File: src/rtl/pipe_hazard_ctrl_pkg.sv
// Shared state encodings and constants for the pipeline hazard sequencer.
package pipe_hazard_ctrl_pkg;

    typedef enum logic [1:0] {
        CTRL_RUN  = 2'd0,
        CTRL_MDU  = 2'd1,
        CTRL_HALT = 2'd2
    } ctrl_state_t;

    localparam int          MDU_CYCLES_DEF = 4;
    localparam logic [4:0]  REG_ZERO       = 5'd0;

endpackage

File: src/rtl/pipe_hazard_ctrl_load_use_detect.sv
// Load-use hazard detect: the ID instruction reads a register a load in EX writes.
module load_use_detect
    import pipe_hazard_ctrl_pkg::*;
(
    input  logic [4:0] id_rs,
    input  logic [4:0] id_rt,
    input  logic       id_rs_used,
    input  logic       id_rt_used,
    input  logic       ex_load,
    input  logic [4:0] ex_wreg,
    output logic       lu
);

    // r0 is hardwired, so a load targeting it can never create a dependency.
    assign lu = ex_load && (ex_wreg != REG_ZERO) &&
                ((id_rs_used && (id_rs == ex_wreg)) ||
                 (id_rt_used && (id_rt == ex_wreg)));

endmodule

File: src/rtl/pipe_hazard_ctrl.sv
// Pipeline register enable/flush sequencer with stall and flush performance counters.
//   state     | meaning
//   CTRL_RUN  | normal flow; halt > redirect > MDU start > load-use
//   CTRL_MDU  | multi-cycle MDU op held in EX, front end frozen
//   CTRL_HALT | syscall halt, bubbles enter EX until resume
module pipe_hazard_ctrl
    import pipe_hazard_ctrl_pkg::*;
#(
    parameter int MDU_CYCLES = MDU_CYCLES_DEF,
    parameter int CNT_W      = 32
) (
    input  logic             clk,
    input  logic             rst,
    input  logic [4:0]       id_rs,
    input  logic [4:0]       id_rt,
    input  logic             id_rs_used,
    input  logic             id_rt_used,
    input  logic             ex_load,
    input  logic [4:0]       ex_wreg,
    input  logic             ex_redirect,
    input  logic             ex_mdu,
    input  logic             halt_req,
    input  logic             resume,
    output logic             pc_en,
    output logic             ifid_en,
    output logic             ifid_flush,
    output logic             idex_en,
    output logic             idex_flush,
    output logic             exmem_flush,
    output logic             halted,
    output logic [CNT_W-1:0] stall_cnt,
    output logic [CNT_W-1:0] flush_cnt
);

    localparam logic [3:0] MDU_LOAD = 4'(MDU_CYCLES - 1);

    ctrl_state_t state, state_nxt;
    logic [3:0]  mdu_cnt, mdu_cnt_nxt;
    logic        mdu_mask, mdu_mask_nxt;
    logic        stall_inc, flush_inc;
    logic        lu;

    load_use_detect u_lu (
        .id_rs      (id_rs),
        .id_rt      (id_rt),
        .id_rs_used (id_rs_used),
        .id_rt_used (id_rt_used),
        .ex_load    (ex_load),
        .ex_wreg    (ex_wreg),
        .lu         (lu)
    );

    always_ff @(posedge clk or posedge rst) begin
        if (rst) begin
            state     <= CTRL_RUN;
            mdu_cnt   <= 4'd0;
            mdu_mask  <= 1'b0;
            stall_cnt <= '0;
            flush_cnt <= '0;
        end else begin
            state     <= state_nxt;
            mdu_cnt   <= mdu_cnt_nxt;
            mdu_mask  <= mdu_mask_nxt;
            stall_cnt <= stall_cnt + {{(CNT_W-1){1'b0}}, stall_inc};
            flush_cnt <= flush_cnt + {{(CNT_W-1){1'b0}}, flush_inc};
        end
    end

    always_comb begin
        state_nxt    = state;
        mdu_cnt_nxt  = mdu_cnt;
        mdu_mask_nxt = 1'b0;
        pc_en        = 1'b1;
        ifid_en      = 1'b1;
        ifid_flush   = 1'b0;
        idex_en      = 1'b1;
        idex_flush   = 1'b0;
        exmem_flush  = 1'b0;
        halted       = 1'b0;
        stall_inc    = 1'b0;
        flush_inc    = 1'b0;

        // Outputs are forced to the idle pattern while reset is held.
        if (!rst) begin
            case (state)
                CTRL_RUN: begin
                    if (halt_req) begin
                        pc_en      = 1'b0;
                        ifid_en    = 1'b0;
                        idex_flush = 1'b1;
                        state_nxt  = CTRL_HALT;
                    end else if (ex_redirect) begin
                        ifid_flush = 1'b1;
                        idex_flush = 1'b1;
                        flush_inc  = 1'b1;
                    end else if (ex_mdu && !mdu_mask) begin
                        pc_en       = 1'b0;
                        ifid_en     = 1'b0;
                        idex_en     = 1'b0;
                        exmem_flush = 1'b1;
                        stall_inc   = 1'b1;
                        mdu_cnt_nxt = MDU_LOAD;
                        state_nxt   = CTRL_MDU;
                    end else if (lu) begin
                        pc_en      = 1'b0;
                        ifid_en    = 1'b0;
                        idex_flush = 1'b1;
                        stall_inc  = 1'b1;
                    end
                end
                CTRL_MDU: begin
                    pc_en       = 1'b0;
                    ifid_en     = 1'b0;
                    idex_en     = 1'b0;
                    exmem_flush = 1'b1;
                    stall_inc   = 1'b1;
                    mdu_cnt_nxt = mdu_cnt - 4'd1;
                    // Mask keeps the still-asserted ex_mdu from restarting the op.
                    if (mdu_cnt == 4'd1) begin
                        state_nxt    = CTRL_RUN;
                        mdu_mask_nxt = 1'b1;
                    end
                end
                CTRL_HALT: begin
                    pc_en      = 1'b0;
                    ifid_en    = 1'b0;
                    idex_flush = 1'b1;
                    halted     = 1'b1;
                    if (resume) begin
                        state_nxt = CTRL_RUN;
                    end
                end
                default: begin
                    state_nxt = CTRL_RUN;
                end
            endcase
        end
    end

endmodule

File: config.mk
export PLATFORM = sky130hd
export DESIGN_NAME = pipe_hazard_ctrl
export DESIGN_NICKNAME = d
export VERILOG_FILES = /design/src/rtl/pipe_hazard_ctrl_pkg.sv /design/src/rtl/pipe_hazard_ctrl_load_use_detect.sv /design/src/rtl/pipe_hazard_ctrl.sv
export SDC_FILE = /design/constraint.sdc
export NUM_CORES = 1
export LEC_CHECK = 0
export BUFFER_PORTS_ARGS = -buffer_cell sky130_fd_sc_hd__buf_4
export CAP_MARGIN = 20
export CORE_MARGIN = 10
export CORE_UTILIZATION = 50
export CTS_BUF_LIST = sky130_fd_sc_hd__clkbuf_4
export CTS_CLUSTER_DIAMETER = 100
export DETAILED_ROUTE_END_ITERATION = 7
export PLACE_DENSITY_LB_ADDON = 0.05
export SYNTH_ARGS = -nofsm -noshare
export SYNTH_HDL_FRONTEND = slang
export SYNTH_HIERARCHICAL = 1
export SYNTH_SLANG_ARGS = --single-unit
File: constraint.sdc
create_clock -name clk -period 4.6 [get_ports clk]
set_input_delay 0.69 -clock clk [delete_from_list [all_inputs] [get_ports clk]]
set_output_delay 0.69 -clock clk [all_outputs]
set_load 0.02 [all_outputs]
==> reports/qor.csv, run 1 <==
stage;metric;value;unit
status;status;finished, final reports clean;
yosys;syn_nets;368;
setup_path;required;4.90;ns
yosys;yosysWarningCount;6;
cells_and_area;fill_cells;595;
drt;avgRoutedWirePerCell;15.4;um
floorplan;die_area;10900;um2
power_and_ir_drop;internal_power;975;uW
yosys;ys_types;39;
yosys;synth_largest_area_cell;dfrtp_1;
yosys;ys_seq_elements;71;
sta;fmax;0.297;GHz
yosys;avgSynthCellArea;10.7;um2
clock_tree;cts_setup_buffers;0;
power_and_ir_drop;ir_drop;0.000321;V
drt;via_count;2861;
clock_tree;cts_resized;0;
setup_path;cp-end-kind;flop;
placement;port-buffer-count;94;
floorplan;fp.dieH;105;um
yosys;syn_inst;335;
floorplan;fp-row-count;30;
drt;wl_met1;3780;um
placement;gp_congestion;0.808;
yosys;synthTopCellsByArea;dfrtp_1, xnor2_1, xor2_1, nand3_1, ha_1;
global_route;antenna_found_initial;0;
power_and_ir_drop;swShare;0.345;
clock_tree;cts_hold_buf;0;
sta;rsz0062_at_grt;false;
yosys;synth_compound_area_frac;0.0441;
power_and_ir_drop;power.share.clock;0.215;
clock_tree;clkLatencyLatePin;0.41;ns
sta;fin_crit;3.37;ns
sta;hold_viol;0;
yosys;synth-main-ff-cell;dfrtp_1;
sta;slew_headroom;0.352;
sta;setup_violations;0;
power_and_ir_drop;power_switching;513;uW
setup_path;startpoint_type;flop;
power_and_ir_drop;power_density;332;nW/um2
floorplan;core_area;6870;um2
cells_and_area;nets;469;
floorplan;ioPinCount;95;
clock_tree;cts-root-buf;clkbuf_4;
clock_tree;clkSinkCount;71;
clock_tree;cts_tree;built;
drt;dr.first_iter.drc_count;84;
worst_hold_path;hp-class;reg -> reg;
yosys;synth-xor-area-share;0.172;
cells_and_area;drive_gt1_frac;0.264;
drt;wl_met3;653;um
yosys;synth_edf_count;0;
drt;avgViaCountPerCell;5.34;
power_and_ir_drop;finalPower;1490;uW
yosys;synth_mux_area_frac;0.00560;
cells_and_area;multiInputGateArea;1730;um2
sta;slew_violations;0;
setup_path;path_max_fanout;13;
sta;fin_tns_setup;0;ns
cells_and_area;layout_common_cells;buf_4, dfrtp_1, xor2_1, xnor2_1, nand3_1;
yosys;synth_fa_ha_area_frac;0.0315;
global_route;track_usage;0.150;
yosys;synth_top_family_by_area;simple AND/OR/NAND/NOR gates;
setup_path;cp.arrival;3.66;ns
sta;fin_crit_sh;0.732;
drt;drc;0;
yosys;yosysSeqAreaShare;0.497;
job;max_cap_violations;0;
yosys;synth_simple_gate_area_frac;0.231;
drt;wl;8240;um
drt;maxUsedRoutingLayer;met4;
sta;fin_worst_skew;0.0234;ns
setup_path;crit_type;reg -> reg;
clock_tree;numCtsBuffers;9;
power_and_ir_drop;seq_power_share;0.510;
yosys;syn_area;3570;um2
clock_tree;clk_pin_slew;0.11;ns
global_route;grt-ovfl-total;0;
clock_tree;clk_path_buf_depth;2;
cells_and_area;layout_commonest_cell;buf_4;
global_route;grt_pass1_wl;13900;um
placement;dp_hpwl;6190;um
cells_and_area;area_growth;25.3;%
floorplan;fp.dieW;105;um
global_route;grt_pass1_vias;3000;
drt;drt_pass1_iterations;4;
yosys;async_flop_share;1.00;
global_route;grt_max_degree;77;
power_and_ir_drop;p_comb_frac;0.276;
yosys;yosysTopAreaCellShare;0.497;
floorplan;start_util;0.520;
cells_and_area;n_antenna_cell;0;
clock_tree;h-tree-depth;3;
cells_and_area;seq_area;1780;um2
power_and_ir_drop;leakage;0.00224;uW
sta;worstMarginPinSlew;0.958;ns
drt;ant_nets;0;
drt;dr_wl_met2;3720;um
## worst paths after layout
path | from | end | slack (ns) | depth (start not counted)
min in group asynchronous | rst | flush_cnt[2]$_DFF_PP0_ | 0.62 | 3
worst max register to register | state[0]$_DFFE_PP0P_ | flush_cnt[30]$_DFF_PP0_ | 1.23 | 9
max in group asynchronous | rst | stall_cnt[13]$_DFF_PP0_ | 3.38 | 3
worst min-delay path | flush_cnt[31]$_DFF_PP0_ | flush_cnt[31]$_DFF_PP0_ | 0.47 | 1
worst min register to register | flush_cnt[31]$_DFF_PP0_ | flush_cnt[31]$_DFF_PP0_ | 0.47 | 1
worst max-delay path | state[0]$_DFFE_PP0P_ | flush_cnt[30]$_DFF_PP0_ | 1.23 | 9
## registers in the layout (all words and copies together) (netlist names)
| signal | flops |
|---|---|
| flush_cnt | 32 |
| stall_cnt | 32 |
| mdu_cnt | 4 |
| state | 2 |
| mdu_mask | 1 |
## synth_stat cells (all sizes together), types with 5 or more instances
cell,n
dfrtp,71
xnor2,35
xor2,35
nand3,29
nand2,24
nand4,18
nor2,14
nor3,14
and3,11
nor4,11
inv,10
ha,9
a21oi,6
and4,5
nor2b,5
o21ai,5
## worst max-delay path: stages (launching register included)
cell	delay, ns
dfrtp_1	0.40
inv_1	0.10
ha_1	0.43
nor2b_1	0.31
and3_1	0.23
ha_1	0.22
ha_1	0.25
nand4_1	0.52
or4_1	0.68
xnor2_1	0.13
## cell type report
cell class	count	share of cell area
multi-input cells	249	0.386
clock inverters	5	0.00587
well taps	96	0.0268
flip-flops and latches	71	0.397
clock buffers	10	0.0168
inverters	10	0.00838
repair buffers	95	0.159
## kinds of logic (layout without fill, tap and decap cells)
| kind of cell | count (synthesis) | in the layout |
|---|---|---|
| DFF | 71 | 71 |
| and+or+nand+nor | 144 | 144 |
| xor gates and xnor gates | 70 | 70 |
| AOI/OAI and AO/OA | 24 | 24 |
| buffers and inverters | 15 | 120 |
| muxes | 2 | 2 |
| adders and majority gates | 9 | 9 |
## power by group through the flow
stage,clock (uW),combinational [uW],sequential (uW)
after global routing,364,457,771
final,320,410,758
after global placement,0,408,766
after floorplan,0,224,801
after detailed placement,0,415,769
after CTS,330,416,758
## layer usage
layer  up-vias  track usage
li1       1396            -
met1      1366        0.186
met2        93        0.233
met3         6       0.0614
met4         0       0.0467
met5         -            0
## stage by stage
stage	worst slack [ns]	instances	cell area, um2	hold WS [ns]	utilization
3_3_place_gp	1.22	521	4380	0.461	0.637
4_1_cts	1.21	536	4480	0.478	0.652
3_5_place_dp	1.08	521	4380	0.464	0.637
5_1_grt	0.978	536	4480	0.513	0.652
6_report	1.23	536	4480	0.473	0.652
2_1_floorplan	0.287	335	3570	0.518	-
Power figures use the tool's default switching activity.
==> run 2, diff against run 1 <==
Settings changed: ABC_AREA from default to 1.
Clock period 4.6 ns to 3.5 ns, I/O delays scaled along.
==> run 2 against run 1 <==
Synthesized cell count increased by 80%. Area after synthesis up 22%. Critical path depth increased by 4. Count of clock-buffer cells in the layout is 1 lower. Largest power group unchanged. Non-clock buffer count is 1 higher. Clock skew down 0.0024 ns. First-iteration DRC count rose by 88%. Sequential power up 31%.
==> reports/qor.csv, run 2 <==
stage;metric;value;unit;change
global_route;grt_pass1_vias;3992;;+33%
sta;rsz0062_at_grt;false;;
clock_tree;cts_setup_buffers;0;;unchanged
floorplan;fp.dieW;113;um;+8.4%
global_route;grt_max_degree;39;;-49%
cells_and_area;area_growth;22.5;%;
sta;fin_crit_sh;0.738;;+0.00611
drt;avgViaCountPerCell;4.85;;-9.1%
yosys;yosysWarningCount;6;;unchanged
global_route;grt_pass1_wl;18300;um;+31%
sta;setup_violations;0;;unchanged
drt;via_count;3969;;+39%
yosys;syn_area;4350;um2;+22%
sta;fmax;0.387;GHz;+30%
drt;ant_nets;0;;unchanged
yosys;synthTopCellsByArea;dfrtp_1, nand2_1, nor2_1, inv_1, xor2_1;;
power_and_ir_drop;power_density;397;nW/um2;+20%
clock_tree;clkSinkCount;71;;unchanged
global_route;grt-ovfl-total;0;;unchanged
job;max_cap_violations;0;;unchanged
drt;drc;0;;unchanged
sta;worstMarginPinSlew;0.488;ns;-0.470 ns
drt;avgRoutedWirePerCell;13.2;um;-14%
worst_hold_path;hp-class;in -> async;;
cells_and_area;n_antenna_cell;0;;unchanged
power_and_ir_drop;ir_drop;0.000211;V;-34%
global_route;track_usage;0.170;;+0.0202
sta;fin_tns_setup;0;ns;unchanged
cells_and_area;drive_gt1_frac;0.216;;-0.0476
sta;fin_ws;0.917;ns;-0.316 ns
setup_path;startpoint_type;flop;;
global_route;antenna_found_initial;0;;unchanged
sta;slew_headroom;0.675;;+0.322
floorplan;die_area;12800;um2;+17%
setup_path;required;3.82;ns;-1.08 ns
cells_and_area;layout_common_cells;nand2_1, buf_4, nor2_1;;
placement;port-buffer-count;94;;unchanged
yosys;syn_inst;602;;+80%
setup_path;cp.arrival;2.90;ns;-0.76 ns
setup_path;rr_worst_depth;13;;+4
power_and_ir_drop;leakage;0.00282;uW;+26%
yosys;avgSynthCellArea;7.23;um2;-32%
setup_path;r2r_start;state[0]$_DFFE_PP0P_;;
sta;slew_violations;0;;unchanged
cells_and_area;layout_commonest_cell;nand2_1;;
setup_path;ff2ff_setup_slack;0.92;ns;-0.32 ns
floorplan;fp.dieH;113;um;+8.4%
floorplan;core_area;8340;um2;+21%
setup_path;cp-end-kind;flop;;
yosys;ys_seq_elements;71;;unchanged
status;status;finished, final reports clean;;
sta;fin_crit;2.58;ns;-0.784 ns
clock_tree;clkLatencyLatePin;0.43;ns;+0.02 ns
floorplan;fp-row-count;33;;+10%
yosys;synth-main-ff-cell;dfrtp_1;;
yosys;async_flop_share;1.00;;unchanged
drt;wl;10800;um;+31%
yosys;syn_nets;635;;+73%
yosys;ys_types;23;;-41%
clock_tree;cts_tree;built;;
clock_tree;cts_resized;0;;unchanged
global_route;gr-max-usage-layer;met2;;
sta;hold_viol;0;;unchanged
floorplan;ioPinCount;95;;unchanged
floorplan;start_util;0.522;;+0.00138
placement;post-place-ws;0.706;ns;-0.369 ns
clock_tree;clk_pin_slew;0.14;ns;+0.03 ns
clock_tree;cts-root-buf;clkbuf_4;;
setup_path;worstReg2RegEnd;flush_cnt[18]$_DFF_PP0_;;
clock_tree;numCtsBuffers;9;;unchanged
yosys;yosysSeqAreaShare;0.408;;-0.0888
setup_path;crit_type;reg -> reg;;
cells_and_area;nets;741;;+58%
drt;dr.first_iter.drc_count;158;;+88%
cells_and_area;top_regs;flush_cnt x32, stall_cnt x32, mdu_cnt x4;;
clock_tree;cts_hold_buf;0;;unchanged
yosys;synth_largest_area_cell;dfrtp_1;;
sta;fin_worst_skew;0.0210;ns;-0.00242 ns
yosys;synth_edf_count;0;;unchanged
global_route;met1_usage;0.200;;+0.0145
placement;gp_congestion;0.850;;+5.2%
yosys;yosysMostFrequentCell;nand2_1;;
clock_tree;clk_path_buf_depth;2;;unchanged
global_route;grt_use_met2;0.299;;+0.0664
yosys;yosysTopAreaCellShare;0.408;;-0.0888
drt;drt_pass1_iterations;4;;unchanged
clock_tree;h-tree-depth;3;;unchanged
setup_path;path_max_fanout;4;;-9
global_route;met3_usage;0.0386;;-0.0229
placement;dp_hpwl;8750;um;+41%
yosys;synth_commonest_cells;nand2_1, nor2_1, dfrtp_1, inv_1, nand3_1;;
==> run 2: changes by cell type after synthesis, moves of 7 or more <==
cell      delta
and3_1      -11
inv_1       +56
nand2_1    +214
nand2_2      +9
nand3b_1    +13
nand4_1     -17
nor2_1      +80
nor2_4      +10
nor3_1      -13
nor4_1       -7
xnor2_1     -25
xor2_1      -17
==> run 2: logic make-up after synthesis <==
kind of cell,count (synthesis),share of synthesized area
and+or+nand+nor,407,0.422
DFF,71,0.408
buffers and inverters,70,0.0613
xor gates and xnor gates,30,0.0638
AOI/OAI and AO/OA,15,0.0187
adders and majority gates,9,0.0259
==> run 2: layout make-up <==
| class | instances | area (um2) |
|---|---|---|
| sequential | 71 | 1780 |
| clock buffer | 9 | 67.6 |
| multi-input combinational | 461 | 2310 |
| clock inverter | 7 | 63.8 |
| tap | 105 | 131 |
| inverter | 69 | 263 |
| timing repair buffer | 96 | 721 |
| fill | 772 | 3010 |
==> run 2: stage by stage <==
stage	total power, uW	hold WS [ns]	utilization	instances	cell area, um2
4_1_cts	2130	0.273	0.639	818	5330
3_5_place_dp	1620	0.481	0.623	802	5200
3_3_place_gp	1600	0.478	0.623	802	5200
2_1_floorplan	1390	0.464	-	602	4350
5_1_grt	2250	0.301	0.639	818	5330
6_report	2120	0.267	0.639	818	5330
==> run 2: worst max path at each step <==
stage | slack [ns] | from | cells after the start | to
floorplan | 0.49 | rst | 12 | flush_cnt[30]$_DFF_PP0_
global placement | 0.82 | ex_wreg[2] | 17 | stall_cnt[30]$_DFF_PP0_
detailed placement | 0.71 | ex_wreg[2] | 17 | stall_cnt[18]$_DFF_PP0_
CTS | 0.91 | state[0]$_DFFE_PP0P_ | 15 | flush_cnt[20]$_DFF_PP0_
global route | 0.66 | state[1]$_DFFE_PP0P_ | 13 | flush_cnt[18]$_DFF_PP0_
finish | 0.92 | state[0]$_DFFE_PP0P_ | 13 | flush_cnt[18]$_DFF_PP0_
==> run 2: where the power goes <==
group | leakage, uW | switching [uW] | internal [uW]
registers | 0.000972 | 89.7 | 904
logic | 0.00178 | 367 | 233
clock network | 0.0000691 | 314 | 212
==> run 2: worst max-delay path, cell delays in order, from the launching register on <==
cell	delay, ns
dfrtp_1	0.42
inv_1	0.10
ha_1	0.22
inv_1	0.10
nor2_1	0.22
nand2_1	0.12
nor2_1	0.17
ha_1	0.24
ha_1	0.20
nand2_1	0.09
nor2_4	0.19
nand3b_1	0.18
o21ai_0	0.18
nand2_1	0.06
==> run 2: layer usage <==
layer  up-vias  wire length [um]
met5         -                 0
met4         0               137
met3        12               460
met2        78              5530
met1      1845              4690
li1       2034                 -
==> run 3, diff against run 2 <==
Settings changed: ABC_AREA 1 to 0.
Clock period 3.5 ns to 2.7 ns, I/O delays scaled along.
==> run 3 against run 2 <==
Via count shrank 26%. Clock power grew 82%. Register-to-register slack lost 0.68 ns. Core utilization grew 5.4 points. Worst setup slack lost 0.68 ns. Global-route usage shrank 1.3 points. Power grew 41%. Die area shrank 15%. Critical path type is now in -> reg. Routed wire length shrank 20%. First-iteration DRC count shrank 23%. Final area shrank 11%.
==> reports/qor.csv, run 3 (same netlist as run 1, synthesis figures left out) <==
stage;metric;value;unit;change
sta;rsz0062_at_grt;false;;
cells_and_area;layout_common_cells;buf_4, dfrtp_1, xor2_1, xnor2_1, nand3_1;;
power_and_ir_drop;p_comb_frac;0.246;;-0.037
drt;wl;8650;um;-20%
sta;fin_crit;2.46;ns;
setup_path;worstReg2RegEnd;flush_cnt[27]$_DFF_PP0_;;
setup_path;setup.worst_path.start;ex_wreg[1];;
sta;fmax;0.406;GHz;
power_and_ir_drop;ir_drop;0.000594;V;+180%
power_and_ir_drop;finalPower;2990;uW;+41%
placement;post_dp_cell_area;4510;um2;-13%
floorplan;fp.dieW;105;um;-7.7%
cells_and_area;nets;481;;-35%
global_route;antenna_found_initial;0;;unchanged
job;max_cap_violations;0;;unchanged
cells_and_area;final_area;4760;um2;-11%
cells_and_area;n_antenna_cell;0;;unchanged
setup_path;crit_type;in -> reg;;
power_and_ir_drop;seq_power_share;0.434;;-0.035
power_and_ir_drop;swShare;0.309;;-0.0550
drt;ant_nets;0;;unchanged
global_route;grt_pass1_wl;14600;um;-20%
cells_and_area;drive_gt1_frac;0.309;;+0.0931
status;status;finished, final reports clean;;
power_and_ir_drop;leakage;0.00236;uW;-16%
floorplan;fp.dieH;105;um;-7.7%
power_and_ir_drop;power.share.clock;0.320;;+0.072
placement;dp_hpwl;6470;um;-26%
drt;maxUsedRoutingLayer;met4;;
placement;gp_congestion;0.836;;-1.7%
setup_path;ff2ff_setup_slack;0.24;ns;-0.68 ns
worst_hold_path;hp-class;in -> reg;;
global_route;grt_pass1_vias;3014;;-24%
clock_tree;cts_tree;built;;
setup_path;path_max_fanout;6;;+2
drt;via_count;2919;;-26%
setup_path;startpoint_type;input port;;
drt;wl_met3;471;um;+2.4%
sta;hold_viol;0;;unchanged
global_route;grt_max_degree;70;;+79%
setup_path;cp.arrival;2.75;ns;-0.15 ns
setup_path;r2r_start;state[0]$_DFFE_PP0P_;;
global_route;track_usage;0.157;;-0.0126
sta;fin_crit_sh;0.911;;
floorplan;fp-row-count;30;;-9.1%
clock_tree;numCtsBuffers;9;;unchanged
drt;drt_pass1_iterations;4;;unchanged
placement;port-buffer-count;94;;unchanged
sta;slew_headroom;0.429;;-0.246
sta;setup_violations;0;;unchanged
clock_tree;cts-root-buf;clkbuf_4;;
cells_and_area;top_regs;flush_cnt x32, stall_cnt x32, mdu_cnt x4;;
drt;drc;0;;unchanged
drt;avgRoutedWirePerCell;15.8;um;+19%
clock_tree;clkSinkCount;71;;unchanged
power_and_ir_drop;power_switching;923;uW;+20%
cells_and_area;fin_cells;549;;-33%
clock_tree;h-tree-depth;3;;unchanged
clock_tree;clk_path_buf_depth;2;;unchanged
clock_tree;clkLatencyLatePin;0.42;ns;about the same
cells_and_area;layout_commonest_cell;buf_4;;
floorplan;start_util;0.520;;-0.00138
cells_and_area;area_growth;33.3;%;
drt;avgViaCountPerCell;5.32;;+9.6%
drt;wl_met1;3960;um;-15%
drt;dr_wl_met2;4090;um;-26%
sta;slew_violations;0;;unchanged
drt;dr.first_iter.drc_count;122;;-23%
clock_tree;clk_pin_slew;0.12;ns;-0.02 ns
power_and_ir_drop;internal_power;2070;uW;+53%
sta;fin_worst_skew;0.0227;ns;+0.00179 ns
setup_path;rr_worst_depth;10;;-3
setup_path;cp-end-kind;flop;;
cells_and_area;fin_util;0.693;;+0.0542
floorplan;die_area;10900;um2;-15%
setup_path;endpoint;stall_cnt[18]$_DFF_PP0_;;
power_and_ir_drop;power_density;628;nW/um2;+58%
sta;worstMarginPinSlew;0.857;ns;+0.369 ns
setup_path;required;2.99;ns;-0.83 ns
global_route;grt-ovfl-total;0;;unchanged
floorplan;ioPinCount;95;;unchanged
floorplan;core_area;6870;um2;-18%
placement;post-place-cells;532;;-34%
-- run 3: cell types whose count changed in the layout (fill, tap and decap cells not counted), moves of 13 or more --
cell,previous run,this run
nand3b_1,13,0
xor2_1,18,35
xnor2_1,10,35
nor2_1,94,14
inv_1,65,9
nand4_1,1,18
nand2_1,238,23
-- run 3: worst max-delay path: stages --
cell and delay [ns]:
buf_4 0.13, xor2_1 0.17, nor4_2 0.29, nand3_1 0.13, a21oi_2 0.18, inv_1 0.07
a21oi_2 0.14, a21oi_1 0.08, nor2_1 0.11, ha_1 0.18, ha_1 0.19, nand2_2 0.12
nor2_1 0.13, buf_4 0.17, nand4_1 0.11, xnor2_1 0.16
-- run 3: worst min path at each step --
stage	start	to	slack [ns]	cells past startpoint
final	halt_req	state[1]$_DFFE_PP0P_	0.27	3
after global routing	halt_req	state[1]$_DFFE_PP0P_	0.25	3
after CTS	halt_req	state[1]$_DFFE_PP0P_	0.25	3
after detailed placement	rst	stall_cnt[0]$_DFF_PP0_	0.37	2
after global placement	rst	stall_cnt[0]$_DFF_PP0_	0.38	2
after floorplan	mdu_cnt[3]$_DFFE_PP0P_	mdu_cnt[3]$_DFFE_PP0P_	0.52	2
-- run 3: per-layer routing --
metal	up-vias	track usage
li1	1423	-
met1	1418	0.196
met2	68	0.250
met3	10	0.0522
met4	0	0.0557
met5	-	0
-- run 3: cell type report --
class | count | area, um2
Fill cell | 575 | 2110
Multi-Input combinational cell | 249 | 1810
Sequential cell | 71 | 1780
Timing Repair Buffer | 107 | 806
Clock inverter | 6 | 133
Tap cell | 96 | 120
Clock buffer | 10 | 75.1
Inverter | 10 | 41.3
-- run 3: stage by stage --
step | hold slack, ns | setup TNS (ns) | worst slack, ns
after detailed placement | 0.375 | -4.13 | -0.411
after global placement | 0.379 | -2.14 | -0.283
final | 0.270 | 0 | 0.239
after global routing | 0.254 | 0 | 0.0542
after floorplan | 0.518 | -5.97 | -0.330
after CTS | 0.255 | 0 | 0.0207
-- run 3: power groups by stage --
| stage | Combinational [uW] | Sequential (uW) | Clock (uW) |
|---|---|---|---|
| floorplan | 393 | 1370 | 0 |
| global placement | 720 | 1310 | 0 |
| detailed placement | 743 | 1320 | 0 |
| CTS | 746 | 1300 | 970 |
| global route | 819 | 1320 | 1020 |
| finish | 736 | 1300 | 958 |
-- run 3: timing repair --
item,in CTS,in global routing
hold buffers,1,0
hold endpoints to repair,4,0
gates resized for setup,0,6
buffers inserted,0,0
endpoints found under the setup margin,0,19
